==> config.mk <==
export PLATFORM = sky130hd
export DESIGN_NAME = regfile_write_arbiter_flat
export DESIGN_NICKNAME = d
export VERILOG_FILES = /design/src/rtl/regfile_write_arbiter_pkg.sv /design/src/rtl/regfile_write_arbiter_if.sv /design/src/rtl/regfile_write_arbiter_wb_fifo.sv /design/src/rtl/regfile_write_arbiter.sv /design/src/flat_wrapper.sv
export SDC_FILE = /design/constraint.sdc
export NUM_CORES = 1
export LEC_CHECK = 0
export ABC_AREA = 1
export BUFFER_PORTS_ARGS = -buffer_cell sky130_fd_sc_hd__buf_2
export CAP_MARGIN = 30
export CORE_MARGIN = 10
export CORE_UTILIZATION = 50
export DETAILED_ROUTE_END_ITERATION = 7
export GPL_ROUTABILITY_DRIVEN = 0
export PLACE_DENSITY = 0.76
export SLEW_MARGIN = 30
export SYNTH_ARGS = -nofsm -noshare
export SYNTH_HDL_FRONTEND = slang
export SYNTH_SLANG_ARGS = --single-unit
==> constraint.sdc <==
create_clock -name clk -period 2.9 [get_ports clk]
set_input_delay 0.435 -clock clk [delete_from_list [all_inputs] [get_ports clk]]
set_output_delay 0.435 -clock clk [all_outputs]
set_load 0.01 [all_outputs]
==> src/rtl/regfile_write_arbiter_pkg.sv <==
// rtl/regfile_write_arbiter_pkg.sv - shared types and defaults for the register-file write arbiter
package regfile_write_arbiter_pkg;

    localparam int DEF_DATA_WIDTH = 32;
    localparam int DEF_ADD_WIDTH  = 5;
    localparam int unsigned REG_ZERO = 0;

    typedef struct packed {
        logic [DEF_ADD_WIDTH-1:0]  address;
        logic [DEF_DATA_WIDTH-1:0] data;
    } wb_req_t;

endpackage

==> src/rtl/regfile_write_arbiter_if.sv <==
// rtl/regfile_write_arbiter_if.sv - writeback request ports and register-file write port bundle
interface regfile_write_arbiter_if
    import regfile_write_arbiter_pkg::*;
#(
    parameter int DATA_WIDTH = DEF_DATA_WIDTH,
    parameter int ADD_WIDTH  = DEF_ADD_WIDTH
);
    logic                    a_valid;
    logic [ADD_WIDTH-1:0]    a_address;
    logic [DATA_WIDTH-1:0]   a_data;
    logic                    a_ready;
    logic                    b_valid;
    logic [ADD_WIDTH-1:0]    b_address;
    logic [DATA_WIDTH-1:0]   b_data;
    logic                    b_ready;
    logic                    write_enable;
    logic [ADD_WIDTH-1:0]    write_address;
    logic [DATA_WIDTH-1:0]   write_data;
    logic [2**ADD_WIDTH-1:0] busy_regs;

    modport master (
        output a_valid, a_address, a_data, b_valid, b_address, b_data,
        input  a_ready, b_ready, write_enable, write_address, write_data, busy_regs
    );

    modport slave (
        input  a_valid, a_address, a_data, b_valid, b_address, b_data,
        output a_ready, b_ready, write_enable, write_address, write_data, busy_regs
    );
endinterface

==> src/rtl/regfile_write_arbiter_wb_fifo.sv <==
// rtl/regfile_write_arbiter_wb_fifo.sv - synchronous FIFO buffering long-latency writeback requests
module regfile_write_arbiter_wb_fifo
    import regfile_write_arbiter_pkg::*;
#(
    parameter int  DEPTH   = 4,
    parameter type entry_t = wb_req_t,
    localparam int PTR_W   = $clog2(DEPTH),
    localparam int CNT_W   = PTR_W + 1
) (
    input  logic             clk,
    input  logic             reset_n,
    input  logic             push,
    input  entry_t           push_entry,
    input  logic             pop,
    output entry_t           head,
    output logic             full,
    output logic             empty,
    output entry_t           entries [DEPTH],
    output logic [DEPTH-1:0] entry_valid
);
    logic [PTR_W-1:0] rd_ptr;
    logic [PTR_W-1:0] wr_ptr;
    logic [CNT_W-1:0] count;
    entry_t           mem [DEPTH];
    logic             do_push;
    logic             do_pop;

    assign full    = (count == CNT_W'(DEPTH));
    assign empty   = (count == '0);
    assign do_push = push && !full;
    assign do_pop  = pop && !empty;
    assign head    = mem[rd_ptr];
    assign entries = mem;

    // Pointers wrap naturally because DEPTH is a power of two.
    always_ff @(posedge clk or negedge reset_n) begin
        if (!reset_n) begin
            rd_ptr      <= '0;
            wr_ptr      <= '0;
            count       <= '0;
            entry_valid <= '0;
        end else begin
            if (do_push) begin
                wr_ptr              <= wr_ptr + PTR_W'(1);
                entry_valid[wr_ptr] <= 1'b1;
            end
            if (do_pop) begin
                rd_ptr              <= rd_ptr + PTR_W'(1);
                entry_valid[rd_ptr] <= 1'b0;
            end
            case ({do_push, do_pop})
                2'b10:   count <= count + CNT_W'(1);
                2'b01:   count <= count - CNT_W'(1);
                default: count <= count;
            endcase
        end
    end

    always_ff @(posedge clk) begin
        if (do_push) begin
            mem[wr_ptr] <= push_entry;
        end
    end
endmodule

==> src/rtl/regfile_write_arbiter.sv <==
// rtl/regfile_write_arbiter.sv - two-source arbiter for the register-file write port
// Optional per-register ordering scoreboard: REGFILE_ARB_SCOREBOARD_EN
module regfile_write_arbiter
    import regfile_write_arbiter_pkg::*;
#(
    parameter int DATA_WIDTH = DEF_DATA_WIDTH,
    parameter int ADD_WIDTH  = DEF_ADD_WIDTH,
    parameter int FIFO_DEPTH = 4,
    parameter int MAX_WAIT   = 3
) (
    input  logic                   clk,
    input  logic                   reset_n,
    regfile_write_arbiter_if.slave bus
);
    localparam int NUM_REGS = 2**ADD_WIDTH;
    localparam int STARVE_W = $clog2(MAX_WAIT + 2);
`ifdef REGFILE_ARB_SCOREBOARD_EN
    localparam bit SB_EN = 1'b1;
`else
    localparam bit SB_EN = 1'b0;
`endif

    typedef struct packed {
        logic [ADD_WIDTH-1:0]  address;
        logic [DATA_WIDTH-1:0] data;
    } req_t;

    req_t                  push_entry;
    req_t                  head;
    req_t                  entries [FIFO_DEPTH];
    logic [FIFO_DEPTH-1:0] entry_valid;
    logic                  fifo_full;
    logic                  fifo_empty;
    logic                  b_ready_int;
    logic                  grant_a;
    logic                  grant_b;
    logic                  a_conflict;
    logic [NUM_REGS-1:0]   busy_vec;
    logic [STARVE_W-1:0]   starve;
    logic                  we_q;
    logic [ADD_WIDTH-1:0]  waddr_q;
    logic [DATA_WIDTH-1:0] wdata_q;

    assign push_entry  = '{address: bus.b_address, data: bus.b_data};
    assign b_ready_int = reset_n && !fifo_full;

    regfile_write_arbiter_wb_fifo #(
        .DEPTH   (FIFO_DEPTH),
        .entry_t (req_t)
    ) u_fifo (
        .clk         (clk),
        .reset_n     (reset_n),
        .push        (bus.b_valid && b_ready_int),
        .push_entry  (push_entry),
        .pop         (grant_b),
        .head        (head),
        .full        (fifo_full),
        .empty       (fifo_empty),
        .entries     (entries),
        .entry_valid (entry_valid)
    );

    always_comb begin
        busy_vec = '0;
        for (int i = 0; i < FIFO_DEPTH; i++) begin
            if (entry_valid[i] && entries[i].address != ADD_WIDTH'(REG_ZERO)) begin
                busy_vec[entries[i].address] = 1'b1;
            end
        end
    end

    // A pending B write to the same register must drain first to keep program order.
    assign a_conflict = SB_EN && bus.a_valid && busy_vec[bus.a_address];

    always_comb begin
        grant_a = 1'b0;
        grant_b = 1'b0;
        if (bus.a_valid && (fifo_empty || (starve < STARVE_W'(MAX_WAIT) && !a_conflict))) begin
            grant_a = 1'b1;
        end else if (!fifo_empty) begin
            grant_b = 1'b1;
        end
    end

    always_ff @(posedge clk or negedge reset_n) begin
        if (!reset_n) begin
            starve  <= '0;
            we_q    <= 1'b0;
            waddr_q <= '0;
            wdata_q <= '0;
        end else begin
            if (fifo_empty || grant_b) begin
                starve <= '0;
            end else if (grant_a) begin
                starve <= starve + STARVE_W'(1);
            end
            we_q <= 1'b0;
            if (grant_a) begin
                we_q    <= (bus.a_address != ADD_WIDTH'(REG_ZERO));
                waddr_q <= bus.a_address;
                wdata_q <= bus.a_data;
            end else if (grant_b) begin
                we_q    <= (head.address != ADD_WIDTH'(REG_ZERO));
                waddr_q <= head.address;
                wdata_q <= head.data;
            end
        end
    end

    assign bus.a_ready       = reset_n && grant_a;
    assign bus.b_ready       = b_ready_int;
    assign bus.write_enable  = we_q;
    assign bus.write_address = waddr_q;
    assign bus.write_data    = wdata_q;
    assign bus.busy_regs     = SB_EN ? busy_vec : '0;
endmodule

==> src/flat_wrapper.sv <==
// flat-port wrapper written by rule: the top's interface ports become plain ports
module regfile_write_arbiter_flat import regfile_write_arbiter_pkg::*;
#(
    parameter int DATA_WIDTH = DEF_DATA_WIDTH,
    parameter int ADD_WIDTH  = DEF_ADD_WIDTH,
    parameter int FIFO_DEPTH = 4,
    parameter int MAX_WAIT   = 3
)
  (clk, reset_n, bus_a_valid, bus_a_address, bus_a_data, bus_b_valid, bus_b_address, bus_b_data, bus_a_ready, bus_b_ready, bus_write_enable, bus_write_address, bus_write_data, bus_busy_regs);
  regfile_write_arbiter_if #(.DATA_WIDTH(DATA_WIDTH), .ADD_WIDTH(ADD_WIDTH)) bus_i ();
  input  logic clk;
  input  logic reset_n;
  input wire logic [$bits(bus_i.a_valid)-1:0] bus_a_valid;
  input wire logic [$bits(bus_i.a_address)-1:0] bus_a_address;
  input wire logic [$bits(bus_i.a_data)-1:0] bus_a_data;
  input wire logic [$bits(bus_i.b_valid)-1:0] bus_b_valid;
  input wire logic [$bits(bus_i.b_address)-1:0] bus_b_address;
  input wire logic [$bits(bus_i.b_data)-1:0] bus_b_data;
  output wire logic [$bits(bus_i.a_ready)-1:0] bus_a_ready;
  output wire logic [$bits(bus_i.b_ready)-1:0] bus_b_ready;
  output wire logic [$bits(bus_i.write_enable)-1:0] bus_write_enable;
  output wire logic [$bits(bus_i.write_address)-1:0] bus_write_address;
  output wire logic [$bits(bus_i.write_data)-1:0] bus_write_data;
  output wire logic [$bits(bus_i.busy_regs)-1:0] bus_busy_regs;
  assign bus_i.a_valid = bus_a_valid;
  assign bus_i.a_address = bus_a_address;
  assign bus_i.a_data = bus_a_data;
  assign bus_i.b_valid = bus_b_valid;
  assign bus_i.b_address = bus_b_address;
  assign bus_i.b_data = bus_b_data;
  assign bus_a_ready = bus_i.a_ready;
  assign bus_b_ready = bus_i.b_ready;
  assign bus_write_enable = bus_i.write_enable;
  assign bus_write_address = bus_i.write_address;
  assign bus_write_data = bus_i.write_data;
  assign bus_busy_regs = bus_i.busy_regs;
  regfile_write_arbiter #(.DATA_WIDTH(DATA_WIDTH), .ADD_WIDTH(ADD_WIDTH), .FIFO_DEPTH(FIFO_DEPTH), .MAX_WAIT(MAX_WAIT)) u_core (.clk(clk), .reset_n(reset_n), .bus(bus_i));
endmodule
* Yosys cells after proc, flatten, opt, wreduce, memory -nomap -nowiden
Index checks and enable logic that the tools add are counted.
** Cells by class
- $lt $le $gt $ge :: 4
- Bitwise operators :: 2
- Add/subtract/negate cells :: 5
- Multiplexer cells :: 18
- Eq/ne operators :: 3
- Reductions and logical operators :: 17
** Operator list (count)
- bitwise mux 148 bit :: 1
- 2-to-1 mux 37 bit :: 3
- binary-select mux 37 bit (select 2 bit) :: 1
- demux 37 bit (select 2 bit) :: 1
- 2-to-1 mux 32 bit :: 2
- 2-to-1 mux 5 bit :: 2
- nonzero test 5 bit :: 2
- logical AND 1 bit :: 7
- adder 3 x 1 -> 3 bit (second input constant) :: 2
- greater-or-equal comparator 3 bit (second input constant) :: 2
- 2-to-1 mux 3 bit :: 2
- inverter 2 -> 3 bit :: 2
- one-hot mux 3 bit (2 select lines) :: 1
- nonzero test 2 bit :: 3
- 2-to-1 mux 1 bit :: 5
- adder 2 x 1 -> 2 bit (second input constant) :: 2
- equality test 3 bit (second input constant) :: 1
- zero test 3 bit :: 1
- < comparator 3 x 1 -> 1 bit (second input constant) :: 1
- < comparator 3 x 2 -> 1 bit (second input constant) :: 1
- subtractor 3 x 1 -> 3 bit (second input constant) :: 1
- equality test 2 x 1 -> 1 bit (second input constant) :: 1
- equality test 2 bit (second input constant) :: 1
- zero test 1 bit :: 2
- logical OR 1 bit :: 2
** Storage, ports and cells
- Bits of input ports :: 78
- Register bits after elaboration :: 196
- Logic and storage cells :: 64
- Output and inout bits :: 72

* Logic depth before layout (Yosys ltp)
- Depth after elaboration :: 7
- Depth in mapped cells :: 10

* Modules after synthesis
A second synthesis with hierarchy kept.
** Second synthesis, totals
- Cell total of the unflattened synthesis :: 706
- Area total of the unflattened synthesis :: 8298.0 sq um
** Modules (own cells, without submodules)
- regfile_write_arbiter_wb_fifo :: seq. area each 4719.5 sq um, cells an instance 437, area an instance 6140.9 sq um, times used 1
- regfile_write_arbiter :: seq. area each 1026.0 sq um, cells an instance 269, area an instance 2157.1 sq um, times used 1

* Least setup slack after synthesis
OpenSTA, ideal clock, no wires.
- Path kind :: input -> register
- From :: in reset_n
- To :: reg u_core.u_fifo.mem, in the netlist u_core.u_fifo.entries[0], enable pin
- Setup time :: 431 ps
- Path slack :: -78 ps
- Arrival :: 2546 ps
- Stages :: 4
- Buffers on the path :: 0
- Cell sequence :: inv_1 > a21oi_1 > nand2_1 > nor2_1
** Between the ends
- Cells in the longest elaborated chain, start to end :: 3
** Ends and longest elaborated chain
- start: declaration :: line flat_wrapper.sv:12 : input logic reset_n;
- logical AND 1 bit :: line regfile_write_arbiter.sv:45 : assign b_ready_int = reset_n && !fifo_full;
- via bus_b_ready :: line flat_wrapper.sv:20 : output wire logic [$bits(bus_i.b_ready)-1:0] bus_b_ready;
- logical AND 1 bit :: line regfile_write_arbiter.sv:53 : .push (bus.b_valid && b_ready_int),
- logical AND 1 bit :: line regfile_write_arbiter_wb_fifo.sv:30 : assign do_push = push && !full;
- end signal: indexed assignment :: line regfile_write_arbiter_wb_fifo.sv:61 : mem[wr_ptr] <= push_entry;
- end: declaration :: line regfile_write_arbiter_wb_fifo.sv:24 : entry_t mem [DEPTH];
The timed path passes the listed nets, and every way through them passes these cells.
A chain may end at the register's enable or synchronous reset.

* Worst setup path in the final report
- From :: reg u_core.starve[0]
- To :: reg u_core.u_fifo.count[1]
** Between the ends
- Cells in the longest elaborated chain, start to end :: 7
- Elaborated cells on any way between the ends :: 9
- Classes of those cells :: 1 x order compare; 2 x eq/ne; 2 x mux; 4 x reduce/logical
** Ends and longest elaborated chain
- start: declaration :: line regfile_write_arbiter.sv:39 : logic [STARVE_W-1:0] starve;
- start signal: assignment :: line regfile_write_arbiter.sv:95 : starve <= starve + STARVE_W'(1);
- < comparator 3 x 2 -> 1 bit * :: line regfile_write_arbiter.sv:78 : if (bus.a_valid && (fifo_empty || (starve < STARVE_W'(MAX_WAIT) && !a_conflict))) begin
- logical OR 1 bit * :: line regfile_write_arbiter.sv:78
- logical AND 1 bit * :: line regfile_write_arbiter.sv:78
- 2-to-1 mux 1 bit * :: line regfile_write_arbiter.sv:78
- logical AND 1 bit * :: line regfile_write_arbiter_wb_fifo.sv:31 : assign do_pop = pop && !empty;
- via u_core.u_fifo.do_pop :: line regfile_write_arbiter_wb_fifo.sv:26 : logic do_pop;
- equality test 2 x 1 -> 1 bit or equality test 2 bit (tied branches) :: line regfile_write_arbiter_wb_fifo.sv:51 : case ({do_push, do_pop})
- one-hot mux 3 bit (2 select lines) or nonzero test 2 bit (tied branches)
- end signal: assignment :: line regfile_write_arbiter_wb_fifo.sv:52 : 2'b10: count <= count + CNT_W'(1);
- end signal: assignment :: line regfile_write_arbiter_wb_fifo.sv:53 : 2'b01: count <= count - CNT_W'(1);
- end signal: assignment :: line regfile_write_arbiter_wb_fifo.sv:54 : default: count <= count;
- end: declaration :: line regfile_write_arbiter_wb_fifo.sv:23 : logic [CNT_W-1:0] count;
The timed path passes the listed nets; every way through them passes the cells marked *.

==> impl_metrics.env <==
export IMPL_status="complete, no violations"
export IMPL_area_growth_pct=15.4
export IMPL_synth_top_family_by_area="simple AND/OR/NAND/NOR gates"
export IMPL_setup_ws_ns=0.852
export IMPL_grt_usage_pct=16.7
export IMPL_drive_above_1_share_pct=19.3
export IMPL_cap_violations=0
export IMPL_cts_tree="built"
export IMPL_muxShareOfSynthArea_pct=0
export IMPL_peakVddDrop_mv=0.691
export IMPL_sw_frac_of_total_pct=36.7
export IMPL_grt_max_degree=76
export IMPL_dr_pass1_iters=7
export IMPL_syn_cell_area_um2=8390
export IMPL_floorplan_rows=47
export IMPL_p_int_uw=5700
export IMPL_tns_ns=0
export IMPL_numPortBuffers=117
export IMPL_end_kind="flip-flop"
export IMPL_fmax_ghz=0.488
export IMPL_power_density_nw_per_um2=930
export IMPL_grt_overflow=0
export IMPL_wl_um=18500
export IMPL_clockBufferDepth=2
export IMPL_slew_viol_final=0
export IMPL_critPathMaxFanout=6
export IMPL_clkTransAtPathRegs_ns=0.07
export IMPL_vias=5684
export IMPL_drc_errors=0
export IMPL_synthAdderAreaFrac_pct=1.13
export IMPL_p_sw_uw=3300
export IMPL_cts_made_buffers=17
export IMPL_synth_seq_area_share_pct=67.3
export IMPL_wl_per_cell_um=16.0
export IMPL_p_comb_share_pct=33.4
export IMPL_grt_pass1_vias=5546
export IMPL_final_common_cell="nand2_1"
export IMPL_antenna_found_initial=6
export IMPL_setup_viol=0
export IMPL_synthCells=808
export IMPL_clkPwrFrac_pct=24.2
export IMPL_cts_hold_buf=0
export IMPL_placed_cell_area_um2=9130
export IMPL_start_kind="flip-flop"
export IMPL_nFillCells=1388
export IMPL_fp_dieH_um=150
export IMPL_most_common_layout_cells="nand2_1, edfxtp_1, buf_2"
export IMPL_synth_xor_area_share_pct=0.522
export IMPL_synth_compound_area_share_pct=0.880
export IMPL_p_leak_uw=0.00428
export IMPL_wl_met2_um=8720
export IMPL_yosysUniqueCellTypes=28
export IMPL_cts_resized=0
export IMPL_post_place_ws_ns=0.802
export IMPL_postSynthAreaPerCell_um2=10.4
export IMPL_path_class="reg2reg"
export IMPL_postRouteAntennaNets=0
export IMPL_finalNetCount=1006
export IMPL_highest_layer="met5"
export IMPL_cp_arrival_ns=2.40
export IMPL_clock_latency_ns=0.43
export IMPL_period_needed_ns=2.05
export IMPL_worst_pin_slew_ns=0.794
export IMPL_hp_class="in2async"
export IMPL_postCtsSetupRepairBufs=0
export IMPL_htree_levels=4
export IMPL_timing_final_crit_share_pct=70.6
export IMPL_fin_skew_ns=0.00548
export IMPL_grt_pass1_wl_um=29100
export IMPL_dieArea_um2=22400
export IMPL_synth_simple_gate_area_share_pct=22.6
export IMPL_core_um2=16500
export IMPL_ctsRootBufferMaster="clkbuf_16"
export IMPL_finalHoldViolCount=0
export IMPL_dp_hpwl_um=11600
export IMPL_rsz0062_at_grt="false"
export IMPL_required_ns=3.25
export IMPL_initial_core_util_pct=50.8
export IMPL_via_per_inst=4.92
export IMPL_final_area_um2=9680
export IMPL_wl_met1_um=7840
export IMPL_slew_headroom_pct=47.0
export IMPL_drtIter0Drc=413
export IMPL_die_w_um=150
export IMPL_ioPinCount=150
export IMPL_cts_sinks=196
export IMPL_synth_warnings=0
export IMPL_seq_power_share_pct=42.4
export IMPL_met3_length_um=1630
export IMPL_synth_seq_cells=196
area by class of cell:
| class | instances | area [um^2] | area share, % |
|---|---|---|---|
| Tap cell | 220 | 275 | 2.84 |
| Sequential cell | 196 | 5650 | 58.4 |
| Multi-Input combinational cell | 520 | 2270 | 23.5 |
| Clock inverter | 15 | 121 | 1.25 |
| Clock buffer | 17 | 425 | 4.40 |
| Antenna cell | 2 | 5.00 | 0.0517 |
| Timing Repair Buffer | 133 | 731 | 7.55 |
| Inverter | 53 | 199 | 2.06 |
Yosys cell counts (all sizes together):
library cell	n	area share, %
inv	53	2.4
o21bai	1	0.090
nand2	342	15
ha	6	0.89
dfrtp	48	14
nor4	1	0.075
a21oi	4	0.28
edfxtp	148	53
nand3	110	6.6
xor2	3	0.31
a21o	1	0.090
fa	1	0.24
clkbuf	9	0.40
conb	1	0.045
buf	61	4.8
o21ai	4	0.24
o211ai	2	0.18
nor2	10	0.48
or2	1	0.075
xnor2	2	0.21
stage by stage:
step	hold slack (ns)	util (%)	total power, uW	cells
after floorplan	0.139	-	5930	839
after global placement	0.458	55.2	6830	1122
after detailed placement	0.460	55.2	6920	1122
after CTS	0.173	58.5	9090	1154
after global routing	0.196	58.5	9660	1155
final	0.150	58.6	9000	1156
power groups by stage:
| stage | Clock, uW | Sequential (uW) | Combinational (uW) |
|---|---|---|---|
| 2_1_floorplan | 0 | 3990 | 1940 |
| 3_3_place_gp | 0 | 3860 | 2970 |
| 3_5_place_dp | 0 | 3870 | 3050 |
| 4_1_cts | 2220 | 3810 | 3070 |
| 5_1_grt | 2340 | 3870 | 3450 |
| 6_report | 2180 | 3810 | 3010 |
state kept, by name, indices dropped and copies added (netlist names):
name                      count
u_core.u_fifo.count           3
u_core.bus.write_enable       1
u_core.bus.write_address      5
u_core.u_fifo.rd_ptr          2
u_core.u_fifo.wr_ptr          2
u_core.bus.write_data        32
u_core.starve                 3
u_core.u_fifo.entries       148
critical path: stages (launching register included):
cell and delay (ns):
dfrtp_1 0.40, a21o_1 0.24, o21ai_1 0.36, inv_1 0.11, ha_1 0.20, inv_1 0.09
fa_1 0.41, o21ai_0 0.16
routing by layer:
metal	GRT usage, %	up-vias
met3	5.28	27
met1	20.4	2665
met5	0	-
met2	27.1	186
met4	6.08	6
li1	-	2800
cells by family (layout without fill, tap and decap cells):
group | Yosys count | in the layout
simple gates | 464 | 464
flops | 196 | 196
buf+inv | 123 | 218
compound gates | 12 | 12
fa+ha+maj | 7 | 7
xor+xnor | 5 | 5
other cells | 1 | 34
worst paths after layout:
path,start,end,slack (ns),depth (start not counted)
setup / recovery,u_core.starve[0],u_core.u_fifo.count[1],0.85,7
hold / removal,reset_n,u_core.bus.write_data[2],0.15,2
setup reg to reg,u_core.starve[0],u_core.u_fifo.count[1],0.85,7
hold reg to reg,u_core.bus.write_data[2],u_core.bus.write_data[2],0.47,2
max in group asynchronous,reset_n,u_core.u_fifo.rd_ptr[1],2.26,2
min in group clk,bus_b_data[7],u_core.u_fifo.entries[7],0.21,1
Power figures use the tool's default switching activity.
